## src/rtl/pipe_ctrl.sv

```systemverilog
// Pipeline sequencer for the PC, IF/ID and ID/EX registers.
// It turns a load-use stall, an EX-stage redirect and a debug halt/step request into
// per-cycle enable and flush strobes. It also keeps saturating stall and flush counters.
//
// Ports:
//   clk, rst        system clock, asynchronous active-high reset
//   stall           load-use hazard: the ID instruction must hold
//   redirect        EX resolved a taken branch/jump; the PC loads the target
//   halt_req        level request from debug to halt the core
//   step_req        level request, sampled only while halted, to release one instruction
//   clr_cnt         synchronous clear of both performance counters
//   pc_en           PC register load enable
//   ifid_en         IF/ID register load enable
//   ifid_flush      IF/ID loads a NOP bubble
//   idex_flush      ID/EX loads a bubble
//   halted          registered; the core is drained and frozen
//   step_done       registered one-cycle pulse on return to halted after a step
//   stall_cnt       saturating count of load-use bubble cycles
//   flush_cnt       saturating count of accepted redirects
module pipe_ctrl #(
  parameter int unsigned DRAIN_CYCLES = 3,
  parameter int unsigned CNT_W        = 16
) (
  input  logic             clk,
  input  logic             rst,
  input  logic             stall,
  input  logic             redirect,
  input  logic             halt_req,
  input  logic             step_req,
  input  logic             clr_cnt,
  output logic             pc_en,
  output logic             ifid_en,
  output logic             ifid_flush,
  output logic             idex_flush,
  output logic             halted,
  output logic             step_done,
  output logic [CNT_W-1:0] stall_cnt,
  output logic [CNT_W-1:0] flush_cnt
);

  localparam int unsigned DrainW = (DRAIN_CYCLES > 1) ? $clog2(DRAIN_CYCLES) : 1;
  localparam logic [DrainW-1:0] DrainInit = DrainW'(DRAIN_CYCLES - 1);
  localparam logic [CNT_W-1:0] CntMax = '1;

  typedef enum logic [1:0] {StRun, StDrain, StHalted, StStep} state_e;

  state_e              state_q, state_d;
  logic [DrainW-1:0]   drain_cnt_q, drain_cnt_d;
  logic                halted_q, halted_d;
  logic                step_flag_q, step_flag_d;
  logic                step_done_q, step_done_d;
  logic [CNT_W-1:0]    stall_cnt_q, stall_cnt_d;
  logic [CNT_W-1:0]    flush_cnt_q, flush_cnt_d;

  logic pc_en_c, ifid_en_c, ifid_flush_c, idex_flush_c;
  logic stall_inc, flush_inc;

  always_comb begin
    state_d      = state_q;
    drain_cnt_d  = drain_cnt_q;
    halted_d     = halted_q;
    step_flag_d  = step_flag_q;
    step_done_d  = 1'b0;
    pc_en_c      = 1'b0;
    ifid_en_c    = 1'b0;
    ifid_flush_c = 1'b0;
    idex_flush_c = 1'b0;
    stall_inc    = 1'b0;
    flush_inc    = 1'b0;

    case (state_q)
      StRun, StDrain: begin
        // A redirect wins over a stall, because the stalled instruction is wrong-path.
        if (redirect) begin
          pc_en_c      = 1'b1;
          ifid_en_c    = 1'b1;
          ifid_flush_c = 1'b1;
          idex_flush_c = 1'b1;
          flush_inc    = 1'b1;
        end else if (stall) begin
          idex_flush_c = 1'b1;
          stall_inc    = 1'b1;
        end else if (state_q == StRun) begin
          pc_en_c   = 1'b1;
          ifid_en_c = 1'b1;
        end else begin
          // Drain: the ID instruction moves on and a bubble enters ID behind it.
          ifid_en_c    = 1'b1;
          ifid_flush_c = 1'b1;
        end

        if (state_q == StRun) begin
          // A halt request waits until no hazard is present.
          if (halt_req && !redirect && !stall) begin
            state_d     = StDrain;
            drain_cnt_d = DrainInit;
          end
        end else if (!halt_req) begin
          state_d     = StRun;
          step_flag_d = 1'b0;
        end else if (redirect) begin
          drain_cnt_d = DrainInit;
        end else if (!stall) begin
          if (drain_cnt_q == '0) begin
            state_d     = StHalted;
            halted_d    = 1'b1;
            step_done_d = step_flag_q;
            step_flag_d = 1'b0;
          end else begin
            drain_cnt_d = drain_cnt_q - DrainW'(1);
          end
        end
      end

      StHalted: begin
        idex_flush_c = 1'b1;
        if (!halt_req) begin
          state_d  = StRun;
          halted_d = 1'b0;
        end else if (step_req) begin
          state_d  = StStep;
          halted_d = 1'b0;
        end
      end

      StStep: begin
        pc_en_c     = 1'b1;
        ifid_en_c   = 1'b1;
        state_d     = StDrain;
        drain_cnt_d = DrainInit;
        step_flag_d = 1'b1;
      end

      default: state_d = StRun;
    endcase
  end

  // The clear takes priority over an increment. Both counters stick at all-ones.
  always_comb begin
    stall_cnt_d = stall_cnt_q;
    flush_cnt_d = flush_cnt_q;
    if (clr_cnt) begin
      stall_cnt_d = '0;
      flush_cnt_d = '0;
    end else begin
      if (stall_inc && (stall_cnt_q != CntMax)) stall_cnt_d = stall_cnt_q + CNT_W'(1);
      if (flush_inc && (flush_cnt_q != CntMax)) flush_cnt_d = flush_cnt_q + CNT_W'(1);
    end
  end

  always_ff @(posedge clk or posedge rst) begin
    if (rst) begin
      state_q     <= StRun;
      drain_cnt_q <= DrainInit;
      halted_q    <= 1'b0;
      step_flag_q <= 1'b0;
      step_done_q <= 1'b0;
      stall_cnt_q <= '0;
      flush_cnt_q <= '0;
    end else begin
      state_q     <= state_d;
      drain_cnt_q <= drain_cnt_d;
      halted_q    <= halted_d;
      step_flag_q <= step_flag_d;
      step_done_q <= step_done_d;
      stall_cnt_q <= stall_cnt_d;
      flush_cnt_q <= flush_cnt_d;
    end
  end

  // While reset is held, freeze the PC and IF/ID and fill the pipe with bubbles.
  assign pc_en      = ~rst & pc_en_c;
  assign ifid_en    = ~rst & ifid_en_c;
  assign ifid_flush = rst | ifid_flush_c;
  assign idex_flush = rst | idex_flush_c;
  assign halted     = halted_q;
  assign step_done  = step_done_q;
  assign stall_cnt  = stall_cnt_q;
  assign flush_cnt  = flush_cnt_q;

endmodule

```

## config.mk

```make
export PLATFORM = sky130hd
export DESIGN_NAME = pipe_ctrl
export DESIGN_NICKNAME = d
export VERILOG_FILES = /design/src/rtl/pipe_ctrl.sv
export SDC_FILE = /design/constraint.sdc
export NUM_CORES = 1
export LEC_CHECK = 0
export ABC_AREA = 1
export CAP_MARGIN = 20
export CORE_ASPECT_RATIO = 0.7
export CORE_MARGIN = 2
export CORE_UTILIZATION = 36
export DETAILED_ROUTE_END_ITERATION = 10
export GPL_TIMING_DRIVEN = 0
export HOLD_SLACK_MARGIN = 0.02
export PLACE_DENSITY = 0.62
export SLEW_MARGIN = 20
export SYNTH_ARGS = -nofsm -noshare
export SYNTH_HDL_FRONTEND = slang
export SYNTH_SLANG_ARGS = --single-unit
```

## constraint.sdc

```tcl
create_clock -name clk -period 3.7 [get_ports clk]
set_clock_uncertainty 0.1 [all_clocks]
set_input_delay 1.11 -clock clk [delete_from_list [all_inputs] [get_ports clk]]
set_output_delay 1.11 -clock clk [all_outputs]
set_load 0.03 [all_outputs]
```

==> results.md, run 1 <==
- Switch Pwr: slightly above 0.0004 W
- Setup violators final: 0
- Pin count of the biggest net entering global routing: 21
- CP Launch Point: stall
- Remaining DRCs: 0
- Crit path capture: ifid_en
- Gate Count Post-Synth: ~350
- Synth top area cells: dfrtp_1 (38%), nand2_1 (16%), nand3_1 (6.3%), nor2_1 (5.6%), inv_1 (5.4%)
- Sw frac: approximately 34%
- Vias in the first global route: about 2,300
- Reg2Reg Setup Slack: 1.65 ns
- Synth async-reset ratio: 100.0%
- H-tree depth: 2
- R2R Path Start: flush_cnt[0]$_DFFE_PP0P_
- Drt first pass iters: 5
- Buf+Inv Stages, Crit Path: 3
- Initial antenna violation count: 0
- Core region area: 6725 sq um
- Max rail drop VDD: 182.4 uV
- Highest-delay cell along the critical path: clkdlybuf4s50_1
- Worst r2r dst: flush_cnt[14]$_DFFE_PP0P_
- Worst-path clk slew: around 0.08 ns
- Final WS setup: about 0.2 ns
- Comb power frac: between 20 and 30%
- Worst path top cell family by delay: buffers and inverters
- Yosys top cell by area: dfrtp_1
- WL/cell: 13.08 um
- Crit path capture type: primary output
- YS warnings: 0
- Worst hold path type: register to register
- Gp weighted congestion: between 0.8 and 0.9
- CTS tree: built
- Slew @ Worst Pin: around 0.63 ns
- Worst path max stage delay: 0.48 ns
- Crit share post-route: roughly 95%
- PwrDens: 382.4 nW/um^2
- Share of cells above drive strength 1: roughly an eighth
- WP data arrival: 2.29 ns
- Yosys reg bits: 39
- Post-CTS Hold Buffers: 0
- Total clock sinks: 39
- Initial DRC count: approximately 170
- Synth-to-layout area growth: 27.85%
- Worst-skew pair later-pin latency: ~0.29 ns
- CTS root buf: clkbuf_8
- Slew headroom: 58.16%
- Placement Setup Slack: -1.094 ns
- Crit path kind: input pin to primary output
- Critical path required time: 2.49 ns
- Detailed Place HPWL: ~4.6 mm
- Proportion of power drawn by flip-flops and latches: 40.5%
- Gr ovfl total: 0
- Placed Instance Area: roughly 3000 sq um
- Fmax: ~290 MHz
- Ys flop type: dfrtp_1
- Via Count: 2,382
- # diodes: 0
- Overall routing resource usage: 19.11%
- Rows: 25
- Share of the synthesized area in the top cell type: 38.35%
- MaxCap Viol Count: 0
- Design area: 3171 sq um
- Synth unique cells: 29
- Die W: just over 100 um
- Syn_area_per_cell: 7.167 sq um
- Drt via density: approximately 4.8
- Pint: approximately 0.0008 W
- Slew Limit Fails: 0
- Critical-path maximum fanout: 3
- Top-count cell post-synth: nand2_1
- Starting Density: a little under two fifths
- LEAKAGE: between 1 and 1.5 nW
- Fin crit period: between 3 and 4 ns
- Synth Cell Area: 2480 sq um
- Proportion of power drawn by the clock network: between 30% and 40%
- I/O Buffers: 43
- CTS Buf Count: 5
- Post-synth EDFFs: 0
- Final Hold Fails: 0
- Top post-synthesis cells by count: nand2_1 (109), dfrtp_1 (38), nor2_1 (37)
- Mapped Nets: 356
- Aggregate routed wire length: between 6 and 7 mm
- Antenna viol nets, final: 0
- First-pass GRT wire length: 11.24 mm
- Unrepaired setup endpoints after global routing: false
- Die Area: ~7600 sq um
- Worst setup SP type: input pin
- Outcome: completed
- Die height: 73.44 um
- Final core utilization: about 47%
- Worst-path cell chain: clkdlybuf4s50_1 > inv_1 > nor3_4 > nor3_2 > dlygate4sd2_1
- IO Pins: 45
- # nets final: just over 400
- Worst-case reg-to-reg path depth: 8
- CTS max path bufs: 2
- Seq/Total Area, Yosys: approximately two fifths
- Critical path depth in cells: 5
-- layout by cell type (no fill, tap or decap), drive strengths merged, types with 3 or more instances in the layout --
cell           Yosys  routed
a21oi              4       4
clkbuf             3      12
nand4             21      21
ha                 3       3
dfrtp             38      38
o21bai             5       5
o21ai             12      12
clkinvlp           0       3
nand2            124     124
inv               37      36
buf                4       5
xor2              11      11
nor2              42      42
nand3             31      31
clkdlybuf4s50      0      37
-- power by group through the flow --
stage          clock [W]  sequential (W)  combinational, W
2_1_floorplan          0        0.000519          0.000219
3_3_place_gp           0        0.000499          0.000346
3_5_place_dp           0        0.000499          0.000350
4_1_cts         0.000387        0.000491          0.000348
5_1_grt         0.000404        0.000497          0.000392
6_report        0.000376        0.000491          0.000345
-- final cells by class --
cell class / count / area [sq um]
well taps: 94 / 117.6
plain buffers: 7 / 58.81
flip-flops and latches: 39 / 977.2
repair buffers: 44 / 422.9
fillers: 692 / 3555
clock inverters: 2 / 35.03
multi-input cells: 262 / 1314
repair inverters: 2 / 12.51
clock buffers: 6 / 82.58
inverters: 38 / 150.1
-- metal layers --
metal	track usage (%)	routed length, um	vias up
li1	-	-	1226
met1	30.01	3424	1092
met2	26.70	2598	60
met3	5.138	407	4
met4	2.339	31	0
met5	0	0	-
-- worst min-delay path: cells and delay by family, from the launching register on --
kind                   cells  cell delay [ns]
DFF                        1             0.38
buffers and inverters      1             0.05
and+or+nand+nor            1             0.04
-- registers in the layout (all words and copies together), names as in the netlist --
register / cells
step_flag_q: 1
state_q: 2
flush_cnt: 16
step_done: 1
drain_cnt_q: 2
stall_cnt: 16
halted: 1
-- repair_timing --
action	CTS	global route
cloned	2	0
setup buffers	1	0
endpoints found under the setup margin	4	2
resized for setup	7	7
-- metrics by stage --
stage               TNS, ns  hold WS [ns]  total power [W]  std cells
floorplan                 0        0.3530        0.0007377        346
global placement     -2.763        0.3719        0.0008450        483
detailed placement   -2.694        0.3803        0.0008488        483
CTS                       0        0.3937         0.001226        494
global route              0        0.4311         0.001294        494
finish                    0        0.3919         0.001212        494
-- logic make-up (layout without fill, tap and decap cells) --
family	count (synthesis)	count (layout)	synth area share (%)
compound gates	25	25	6.560
xor+xnor	12	12	4.238
fa+ha+maj	3	3	1.514
buf+inv	45	99	8.274
flops	39	39	39.40
simple gates	222	222	40.01
-- how the worst min path moves through the flow --
stage	startpoint	endpoint	slack (ns)	depth (start not counted)
2_1_floorplan	drain_cnt_q[0]$_DFFE_PP0P_	drain_cnt_q[0]$_DFFE_PP0P_	0.35	2
3_3_place_gp	drain_cnt_q[0]$_DFFE_PP0P_	drain_cnt_q[0]$_DFFE_PP0P_	0.37	2
3_5_place_dp	step_flag_q$_DFFE_PP0P_	step_done$_DFF_PP0_	0.38	2
4_1_cts	step_flag_q$_DFFE_PP0P_	step_done$_DFF_PP0_	0.39	2
5_1_grt	step_flag_q$_DFFE_PP0P_	step_flag_q$_DFFE_PP0P_	0.43	2
6_report	step_flag_q$_DFFE_PP0P_	step_done$_DFF_PP0_	0.39	2
No activity file was read; power rests on OpenSTA's default activity.
==> run 2, diff against run 1 <==
--- a/config.mk
+++ b/config.mk
@@ -7,13 +7,17 @@
 export LEC_CHECK = 0
 export ABC_AREA = 1
 export CAP_MARGIN = 20
+export CELL_PAD_IN_SITES_DETAIL_PLACEMENT = 1
+export CELL_PAD_IN_SITES_GLOBAL_PLACEMENT = 1
 export CORE_ASPECT_RATIO = 0.7
 export CORE_MARGIN = 2
 export CORE_UTILIZATION = 36
 export DETAILED_ROUTE_END_ITERATION = 10
 export GPL_TIMING_DRIVEN = 0
 export HOLD_SLACK_MARGIN = 0.02
-export PLACE_DENSITY = 0.62
+export MAX_ROUTING_LAYER = met4
+export PLACE_DENSITY = 0.81
+export SKIP_CTS_REPAIR_TIMING = 1
 export SLEW_MARGIN = 20
 export SYNTH_ARGS = -nofsm -noshare
 export SYNTH_HDL_FRONTEND = slang
==> run 2 against run 1 <==
Against the previous run:
- wire length up 18%
- combinational power up 5.8%
- register-to-register slack worse by 0.08 ns
- power is 6.7% higher
- fmax is 2.3% lower
- first-iteration DRC count decreased by 31%
- hold slack gained 0.0042 ns
- critical endpoint is now ifid_flush
- largest power group unchanged
==> results.md, run 2 (synthesis gave the netlist of run 1 again) <==
- Outcome: completed
- Non-filler cells, final: slightly below 500
- Most frequent cells in the layout: nand2_1 (109), dfrtp_1 (38), clkdlybuf4s50_1 (38)
- Hold Path Cell Cnt: 2
- CTS Buf Count: 5
- Drt first pass iters: 4
- Fmax: around 280 MHz
- CTS root buf: clkbuf_8
- LEAKAGE: 1.528 nW
- Final Hold Fails: 0
- Hold_ws: between 0.3 and 0.4 ns
- Overall routing resource usage: 21.34%
- Via Count: 2,444
- Drt via density: between 4 and 5
- Crit share post-route: 96.74%
- Setup violators final: 0
- Unrepaired setup endpoints after global routing: false
- Slew @ Worst Pin: around 1.0 ns
- Worst setup SP type: input pin
- Crit path kind: input pin to primary output
- PwrDens: 401.5 nW/um^2
- Die W: between 100 and 150 um
- Starting Density: 36.87%
- Reg2Reg Setup Slack: between 1.5 and 2 ns
- Worst-path clk slew: roughly 0.080 ns
- Final core utilization: about 48%
- WP data arrival: around 2.4 ns
- R2R Path Start: flush_cnt[0]$_DFFE_PP0P_
- Highest-delay cell along the critical path: clkdlybuf4s50_1
- Design area: around 3200 sq um
- Pin count of the biggest net entering global routing: 42
- Worst path max stage delay: ~0.55 ns
- Hold EP: drain_cnt_q[1]$_DFFE_PP1P_
- Critical path required time: between 2 and 2.5 ns
- Initial antenna violation count: 0
- Antenna viol nets, final: 0
- Most common cell after layout, fill and taps aside: nand2_1
- CTS max path bufs: 2
- Gr ovfl total: 0
- Initial DRC count: about 120
- Worst r2r dst: flush_cnt[7]$_DFFE_PP0P_
- IO Pins: 45
- Worst hold path type: register to register
- Critical-path maximum fanout: 5
- Most used cell along the critical path: inv_1
- # nets final: just over 400
- I/O Buffers: 43
- Inst Count DP: between 400 and 500
- Worst-case reg-to-reg path depth: 8
- Total clock sinks: 39
- Core region area: just under 7000 sq um
- Share of cells above drive strength 1: about an eighth
- Remaining DRCs: 0
- Fin crit period: between 3 and 4 ns
- Die height: between 70 and 80 um
- Gp weighted congestion: a little under 0.9
- Die Area: around 7600 sq um
- Slew Limit Fails: 0
- Aggregate routed wire length: 7.651 mm
- Slew headroom: 31.12%
- Worst-path cell chain: clkdlybuf4s50_1 > inv_1 > nor2_1 > inv_1 > nand3_1 > clkbuf_2
- Hold path startpoint: drain_cnt_q[1]$_DFFE_PP1P_
- Crit path capture type: primary output
- # diodes: 0
- MaxCap Viol Count: 0
- Vias in the first global route: around 2,500
- CTS tree: built
- H-tree depth: 2
- Detailed Place HPWL: between 5 and 6 mm
- First-pass GRT wire length: between 10 and 15 mm
- WL/cell: between 15 and 20 um
- Rows: 25
- Worst-skew pair later-pin latency: 0.29 ns
- Placed Instance Area: between 3000 and 4000 sq um
- Synth-to-layout area growth: 29.97%
- Max rail drop VDD: 284.2 uV
[run 2: cell types whose count changed in the layout (fill, tap and decap cells not counted), moves of 2 or more]
| cell | change |
|---|---|
| dlygate4sd2_1 | -2 |
| buf_4 | +3 |
| clkbuf_2 | -2 |
| dlymetal6s2s_1 | +3 |
[run 2: worst max-delay path: cells and delay by family]
| family | cells | cell delay [ns] |
|---|---|---|
| simple gates | 2 | 0.29 |
| buf+inv | 4 | 0.97 |
[run 2: metal layers]
| metal | vias to the layer above | wire length (um) | global-route usage, % |
|---|---|---|---|
| li1 | 1222 | - | - |
| met1 | 1177 | 3955 | 30.50 |
| met2 | 43 | 3409 | 32.18 |
| met3 | 2 | 261 | 4.282 |
| met4 | 0 | 25 | 2.924 |
| met5 | - | 0 | - |
[run 2: power breakdown]
group          switching (W)  internal [W]
Sequential         0.0000287      0.000465
Combinational       0.000239      0.000126
Clock               0.000166      0.000269
Total               0.000434      0.000860
[run 2: metrics by stage]
step           total power, W  setup slack (ns)  setup TNS [ns]
3_5_place_dp        0.0008635            -1.135          -2.753
5_1_grt              0.001370           0.02490               0
4_1_cts              0.001306            -1.157          -2.825
2_1_floorplan       0.0007377            0.2485               0
6_report             0.001294            0.1207               0
3_3_place_gp        0.0008466            -1.114          -2.762
[run 2: worst max path at each step]
| stage | from | end | slack, ns | cells after the start |
|---|---|---|---|---|
| floorplan | stall | pc_en | 0.25 | 4 |
| global route | redirect | ifid_flush | 0.02 | 6 |
| CTS | rst | idex_flush | -1.16 | 4 |
| global placement | rst | idex_flush | -1.11 | 4 |
| detailed placement | rst | idex_flush | -1.13 | 4 |
| finish | redirect | ifid_flush | 0.12 | 6 |
[run 2: layout make-up]
cell class	instances	area (sq um)
Buffer	7	58.81
Tap cell	94	117.6
Timing Repair inverter	2	10.01
Sequential cell	39	977.2
Timing Repair Buffer	47	465.4
Clock inverter	3	67.56
Inverter	38	150.1
Fill cell	839	3502
Clock buffer	5	68.82
Multi-Input combinational cell	262	1308
